## src/rtl/gpio_cfg_pkg.sv

```systemverilog
// Shared definitions for the GPIO pad-configuration serializer: word layout,
// FSM state encoding and the power-up configuration word.
package gpio_cfg_pkg;

    localparam int CFG_BITS = 13;

    // Bit positions inside one pad configuration word.
    localparam int CFG_MGMT_ENA    = 0;
    localparam int CFG_OEB         = 1;
    localparam int CFG_HLDH        = 2;
    localparam int CFG_INP_DIS     = 3;
    localparam int CFG_IB_MODE_SEL = 4;
    localparam int CFG_ANALOG_EN   = 5;
    localparam int CFG_ANALOG_SEL  = 6;
    localparam int CFG_ANALOG_POL  = 7;
    localparam int CFG_SLOW_SEL    = 8;
    localparam int CFG_VTRIP_SEL   = 9;
    localparam int CFG_DM_LSB      = 10;
    localparam int CFG_DM_MSB      = 12;

    // Management-owned, output disabled, dm = 3'b110.
    localparam logic [CFG_BITS-1:0] CFG_DEFAULT = 13'h1803;

    typedef enum logic [2:0] {
        ST_IDLE,
        ST_FETCH,
        ST_LATCH,
        ST_SHIFT_LO,
        ST_SHIFT_HI,
        ST_LOAD_HI,
        ST_LOAD_LO
    } state_t;

endpackage

```

## src/rtl/gpio_cfg_serializer.sv

```systemverilog
// Walks the pad configuration table from the highest pad down to pad 0 and
// shifts each word MSB-first into the pad control chain, then pulses load.
module gpio_cfg_serializer #(
    parameter int NUM_PADS = 38,
    parameter int CFG_BITS = gpio_cfg_pkg::CFG_BITS,
    parameter int CLK_DIV  = 2,
    parameter int IDX_W    = $clog2(NUM_PADS)
) (
    input  logic                clock,
    input  logic                resetn,
    input  logic                xfer_start,
    output logic                xfer_busy,
    output logic                xfer_done,
    output logic [IDX_W-1:0]    cfg_rd_idx,
    input  logic [CFG_BITS-1:0] cfg_rd_data,
    output logic                serial_clock,
    output logic                serial_data_out,
    output logic                serial_load,
    output logic                serial_resetn
);
    import gpio_cfg_pkg::*;

    localparam int                BIT_W      = (CFG_BITS > 1) ? $clog2(CFG_BITS) : 1;
    localparam logic [7:0]        PHASE_LAST = 8'(CLK_DIV - 1);
    localparam logic [IDX_W-1:0]  IDX_TOP    = IDX_W'(NUM_PADS - 1);
    localparam logic [BIT_W-1:0]  BIT_TOP    = BIT_W'(CFG_BITS - 1);

    state_t              r_state;
    state_t              w_state_nxt;
    logic [7:0]          r_phase;
    logic [BIT_W-1:0]    r_bit_cnt;
    logic [IDX_W-1:0]    r_pad_idx;
    logic [CFG_BITS-1:0] r_shift;
    logic [CFG_BITS-1:0] w_shift_nxt;
    logic                r_busy;
    logic                r_done;
    logic                r_sclk;
    logic                r_sdo;
    logic                r_load;
    logic                r_sresetn;
    logic                w_phase_last;

    assign w_phase_last = (r_phase == PHASE_LAST);

    always_comb begin
        w_state_nxt = r_state;
        case (r_state)
            ST_IDLE:     if (xfer_start) w_state_nxt = ST_FETCH;
            ST_FETCH:    w_state_nxt = ST_LATCH;
            ST_LATCH:    w_state_nxt = ST_SHIFT_LO;
            ST_SHIFT_LO: if (w_phase_last) w_state_nxt = ST_SHIFT_HI;
            ST_SHIFT_HI: begin
                if (w_phase_last) begin
                    if (r_bit_cnt != '0)      w_state_nxt = ST_SHIFT_LO;
                    else if (r_pad_idx != '0) w_state_nxt = ST_FETCH;
                    else                      w_state_nxt = ST_LOAD_HI;
                end
            end
            ST_LOAD_HI:  if (w_phase_last) w_state_nxt = ST_LOAD_LO;
            ST_LOAD_LO:  if (w_phase_last) w_state_nxt = ST_IDLE;
            default:     w_state_nxt = ST_IDLE;
        endcase
    end

    always_comb begin
        w_shift_nxt = r_shift;
        if (r_state == ST_LATCH) begin
            w_shift_nxt = cfg_rd_data;
        end else if (r_state == ST_SHIFT_HI && w_phase_last) begin
            w_shift_nxt = r_shift << 1;
        end
    end

    always_ff @(posedge clock or negedge resetn) begin
        if (!resetn) begin
            r_state <= ST_IDLE;
        end else begin
            r_state <= w_state_nxt;
        end
    end

    // Outputs are registered from the next state so the chain sees clean edges.
    always_ff @(posedge clock or negedge resetn) begin
        if (!resetn) begin
            r_phase   <= '0;
            r_bit_cnt <= '0;
            r_pad_idx <= '0;
            r_shift   <= '0;
            r_busy    <= 1'b0;
            r_done    <= 1'b0;
            r_sclk    <= 1'b0;
            r_sdo     <= 1'b0;
            r_load    <= 1'b0;
            r_sresetn <= 1'b0;
        end else begin
            r_sresetn <= 1'b1;
            r_shift   <= w_shift_nxt;
            r_phase   <= (w_state_nxt != r_state || r_state == ST_IDLE) ? 8'd0 : r_phase + 8'd1;
            if (r_state == ST_LATCH) begin
                r_bit_cnt <= BIT_TOP;
            end else if (r_state == ST_SHIFT_HI && w_phase_last) begin
                r_bit_cnt <= r_bit_cnt - 1'b1;
            end
            if (w_state_nxt == ST_FETCH) begin
                r_pad_idx <= (r_state == ST_IDLE) ? IDX_TOP : r_pad_idx - 1'b1;
            end
            // Data only moves when the serial clock enters its low phase.
            if (w_state_nxt == ST_SHIFT_LO && r_state != ST_SHIFT_LO) begin
                r_sdo <= w_shift_nxt[CFG_BITS-1];
            end
            r_busy <= (w_state_nxt != ST_IDLE);
            r_done <= (r_state == ST_LOAD_LO) && (w_state_nxt == ST_IDLE);
            r_sclk <= (w_state_nxt == ST_SHIFT_HI);
            r_load <= (w_state_nxt == ST_LOAD_HI);
        end
    end

    assign xfer_busy       = r_busy;
    assign xfer_done       = r_done;
    assign cfg_rd_idx      = r_pad_idx;
    assign serial_clock    = r_sclk;
    assign serial_data_out = r_sdo;
    assign serial_load     = r_load;
    assign serial_resetn   = r_sresetn;

endmodule

```

## config.mk

```make
export PLATFORM = sky130hd
export DESIGN_NAME = gpio_cfg_serializer
export DESIGN_NICKNAME = d
export VERILOG_FILES = /design/src/rtl/gpio_cfg_pkg.sv /design/src/rtl/gpio_cfg_serializer.sv
export SDC_FILE = /design/constraint.sdc
export NUM_CORES = 1
export LEC_CHECK = 0
export CORE_MARGIN = 2
export CORE_UTILIZATION = 50
export DETAILED_ROUTE_END_ITERATION = 12
export DONT_BUFFER_PORTS = 1
export GPL_TIMING_DRIVEN = 0
export HOLD_SLACK_MARGIN = 0.1
export PLACE_DENSITY = 0.7
export SETUP_SLACK_MARGIN = 0.15
export SYNTH_ARGS = -nofsm -noshare
export SYNTH_HDL_FRONTEND = slang
export SYNTH_SLANG_ARGS = --single-unit
```

## constraint.sdc

```tcl
create_clock -name clock -period 3.06 [get_ports clock]
set_input_delay 0.765 -clock clock [delete_from_list [all_inputs] [get_ports clock]]
set_output_delay 0.765 -clock clock [all_outputs]
set_load 0.005 [all_outputs]
```

==> results.toml <==
[finish]
diodes_inserted = 0
ratio_of_cells_with_drive_above_1_in_the_final_layout_pct = 10.2
instances_no_fill = 253
nets = 224
flow.area_growth_from_synthesis_pct = 7.98
fin_util_pct = 56.9

[global_routing]
grt.overflow.total = 0
grt_pass1_vias = 1501
grt_use_total_pct = 19.4
antenna_violations_before_repair = 0
global_route_wire_length_before_repair_mm = 6.44
grt_max_degree = 41

[placed_design]
place_congestion = 0.857
buffer_ports.inserted = 0
dpl.cell_count = 245
place.detailed.hpwl_mm = 2.69

[power_and_ir_drop]
vdd_ir_drop_max_mv = 0.546
power.density_nw_per_um2 = 1010
p_leak_uw = 0.000939

[sta]
finalSetupViolations = 0
tightestPinTransition_ns = 0.516
finalHoldViolCount = 0
report.final.slew_viol_count = 0
fin_tns_setup_ns = 0
max_freq_ghz = 0.373
period_needed_ns = 2.68
setup_repair_after_global_routing_missed_its_margin = "yes"
maxSlewHeadroom_pct = 65.3
layout_worst_path_cycle_share_pct = 87.5
finClkSkew_ns = 0.00224

[logic_synthesis]
ys_warn_count = 0
synthMuxAreaShare_pct = 3.28
synthMostInstantiatedCell = "sky130_fd_sc_hd__dfrtp_1"
mappedNetlistArea_sq_um = 1940
compound_gate_fraction_of_synth_area_pct = 12.9
synth.cells.most_frequent = "sky130_fd_sc_hd__dfrtp_1, sky130_fd_sc_hd__nand2_1, sky130_fd_sc_hd__nor2_1, sky130_fd_sc_hd__inv_1, sky130_fd_sc_hd__a22oi_1"
synth.distinct_cells = 42
post_synth_edffs = 0
seq_total_area_yosys_pct = 51.5
synth-simple-area-share_pct = 21.6
netlist.area_leader.share_pct = 51.5
syn_nets = 217
synth-main-ff-cell = "sky130_fd_sc_hd__dfrtp_1"
synth-seq-cells = 40
synth.largest_area_cell = "sky130_fd_sc_hd__dfrtp_1"
syn-instance-count = 197
synthXorXnorAreaFrac_pct = 4.06
synth-adder-area-share_pct = 2.58
yosys-top-cells-area = "sky130_fd_sc_hd__dfrtp_1, sky130_fd_sc_hd__nand2_1, sky130_fd_sc_hd__a22oi_1, sky130_fd_sc_hd__nor2_1, sky130_fd_sc_hd__ha_1"
combinational_family_with_the_most_area_after_synthesis = "simple AND/OR/NAND/NOR gates"
post_synth.cell_area_avg_sq_um = 9.86
async_flop_share_pct = 100

[setup_path]
critical-path-slowest-cell = "sky130_fd_sc_hd__or3b_2"
critical-path-max-stage-delay_ns = 0.49
timing.critical_path.arrival_ns = 2.86
worstPathMaxFanout = 7
worst_setup_path_start_kind = "register"
worstPathRequired_ns = 3.24
crit_path_end_kind = "register"
cp_top_family = "simple AND/OR/NAND/NOR gates"
path_class = "register to register"
worstPathCellList = "inv_1, ha_1, or3b_2, or2_0, clkbuf_1, o211ai_1, nand2b_1, mux2_2"
cp_num_buf_inv = 2

[clock_tree]
hold_buffers = 0
cts_tree = "yes"
postCtsSetupRepairBufs = 0
cts-root-buf = "sky130_fd_sc_hd__clkbuf_8"
htreeDepth = 2
ctsResizeCount = 0
clock-sinks = 40
max-clock-path-buffers = 2
worst_skew_pair.late_latency_ns = 0.29
worst_setup_hold_path_clk_slew_ns = 0.07
cts_inserted_buffers = 5

[detailed_routing]
ant_nets = 0
first_pass_iters = 4
drt_drc_violations_left = 0
via_per_inst = 5.76
drt_first_iter_violations = 54
vias = 1457
post_dr_wirelength_cell_um = 14.8
detail_route.wirelength_mm = 3.74

[outcome]
run_status = "completed"

[die]
floorplan.die.height_um = 66.3
die_area_sq_um = 4400
io_pins = 28
design.core.area_sq_um = 3690
chipWidth_um = 66.3
initial_utilization_pct = 52.7
std_cell_rows = 22

[min_path]
timing.hold.worst.class = "input port to asynchronous set/reset pin"

[job]
maxCapViolations = 0
-- layer usage --
layer	up-vias	track usage (%)	wire length (um)	share of wire [%]
li1	690	-	-	-
met1	710	21.7	1560	42
met2	50	35.3	1900	51
met3	7	5.28	221	5.9
met4	0	6.12	54	1.4
met5	-	0	0	0
-- state kept, by name, summed over array words and instances, names as in the netlist --
register         count
cfg_rd_idx           6
r_bit_cnt            4
r_phase              8
r_shift             13
r_state              3
serial_clock         1
serial_data_out      1
serial_load          1
serial_resetn        1
xfer_busy            1
xfer_done            1
-- per-stage QoR --
stage | setup slack [ns] | total power (uW) | cell area (sq um) | hold slack, ns
2_1_floorplan | 0.564 | 1570 | 1940 | 0.440
5_1_grt | 0.144 | 2320 | 2100 | 0.145
3_3_place_gp | 0.362 | 1720 | 2000 | 0.458
3_5_place_dp | 0.355 | 1770 | 2000 | 0.463
6_report | 0.382 | 2130 | 2100 | 0.162
4_1_cts | 0.346 | 2130 | 2090 | 0.149
-- worst paths after layout --
| path | to | startpoint | slack (ns) | cells past startpoint |
|---|---|---|---|---|
| setup / recovery | cfg_rd_idx[1] | r_phase[1] | 0.38 | 8 |
| hold / removal | cfg_rd_idx[5] | resetn | 0.16 | 0 |
| setup reg to reg | cfg_rd_idx[1] | r_phase[1] | 0.38 | 8 |
| hold reg to reg | r_shift[10] | r_shift[10] | 0.48 | 2 |
| max in group asynchronous | cfg_rd_idx[2] | resetn | 2.81 | 0 |
| min in group clock | r_shift[10] | r_shift[10] | 0.48 | 2 |
-- power breakdown --
group          leakage [uW]  internal (uW)  total (uW)  switching (uW)
Clock             0.0000455            184         354             170
Sequential         0.000495            726         859             133
Combinational      0.000398            342         915             573
-- logic make-up (layout without fill, tap and decap cells) --
kind of cell,count (synthesis),after routing
AO/OA/AOI/OAI,33,33
XOR/XNOR,9,9
adder cells (fa/ha/maj),4,4
buffers and inverters,20,28
flip-flops,40,40
multiplexers,6,6
other,1,1
AND/OR/NAND/NOR,84,84
-- area by class of cell --
type                       count  area, sq um
fill                         332         1590
clock buffer                   8         90.1
tap                           48         60.1
buffer                         8         30.0
inverter                      12         45.0
multi-input combinational    137          872
sequential                    40         1000
-- layout by cell type, fill, tap and decap left out, drive strengths merged, types with 3 or more instances in the layout --
master  synthesis  layout
clkbuf          7      15
xnor2           4       4
nor4            3       3
o21ai           3       3
nand3           6       6
mux2            3       3
xor2            5       5
inv            12      12
nor3            7       7
or3b            3       3
mux2i           3       3
a21oi           3       3
nor2           15      15
nand2          38      38
dfrtp          40      40
a22oi          11      11
o211ai          3       3
ha              4       4
-- worst reg2reg max path, delay by kind of cell (launching register included) --
| family | cells | cell delay [ns] |
|---|---|---|
| buf+inv | 2 | 0.25 |
| flops | 1 | 0.40 |
| simple gates | 3 | 0.96 |
| fa+ha+maj | 1 | 0.13 |
| mux | 1 | 0.35 |
| compound gates | 1 | 0.47 |
(Power assumes the default switching activity.)
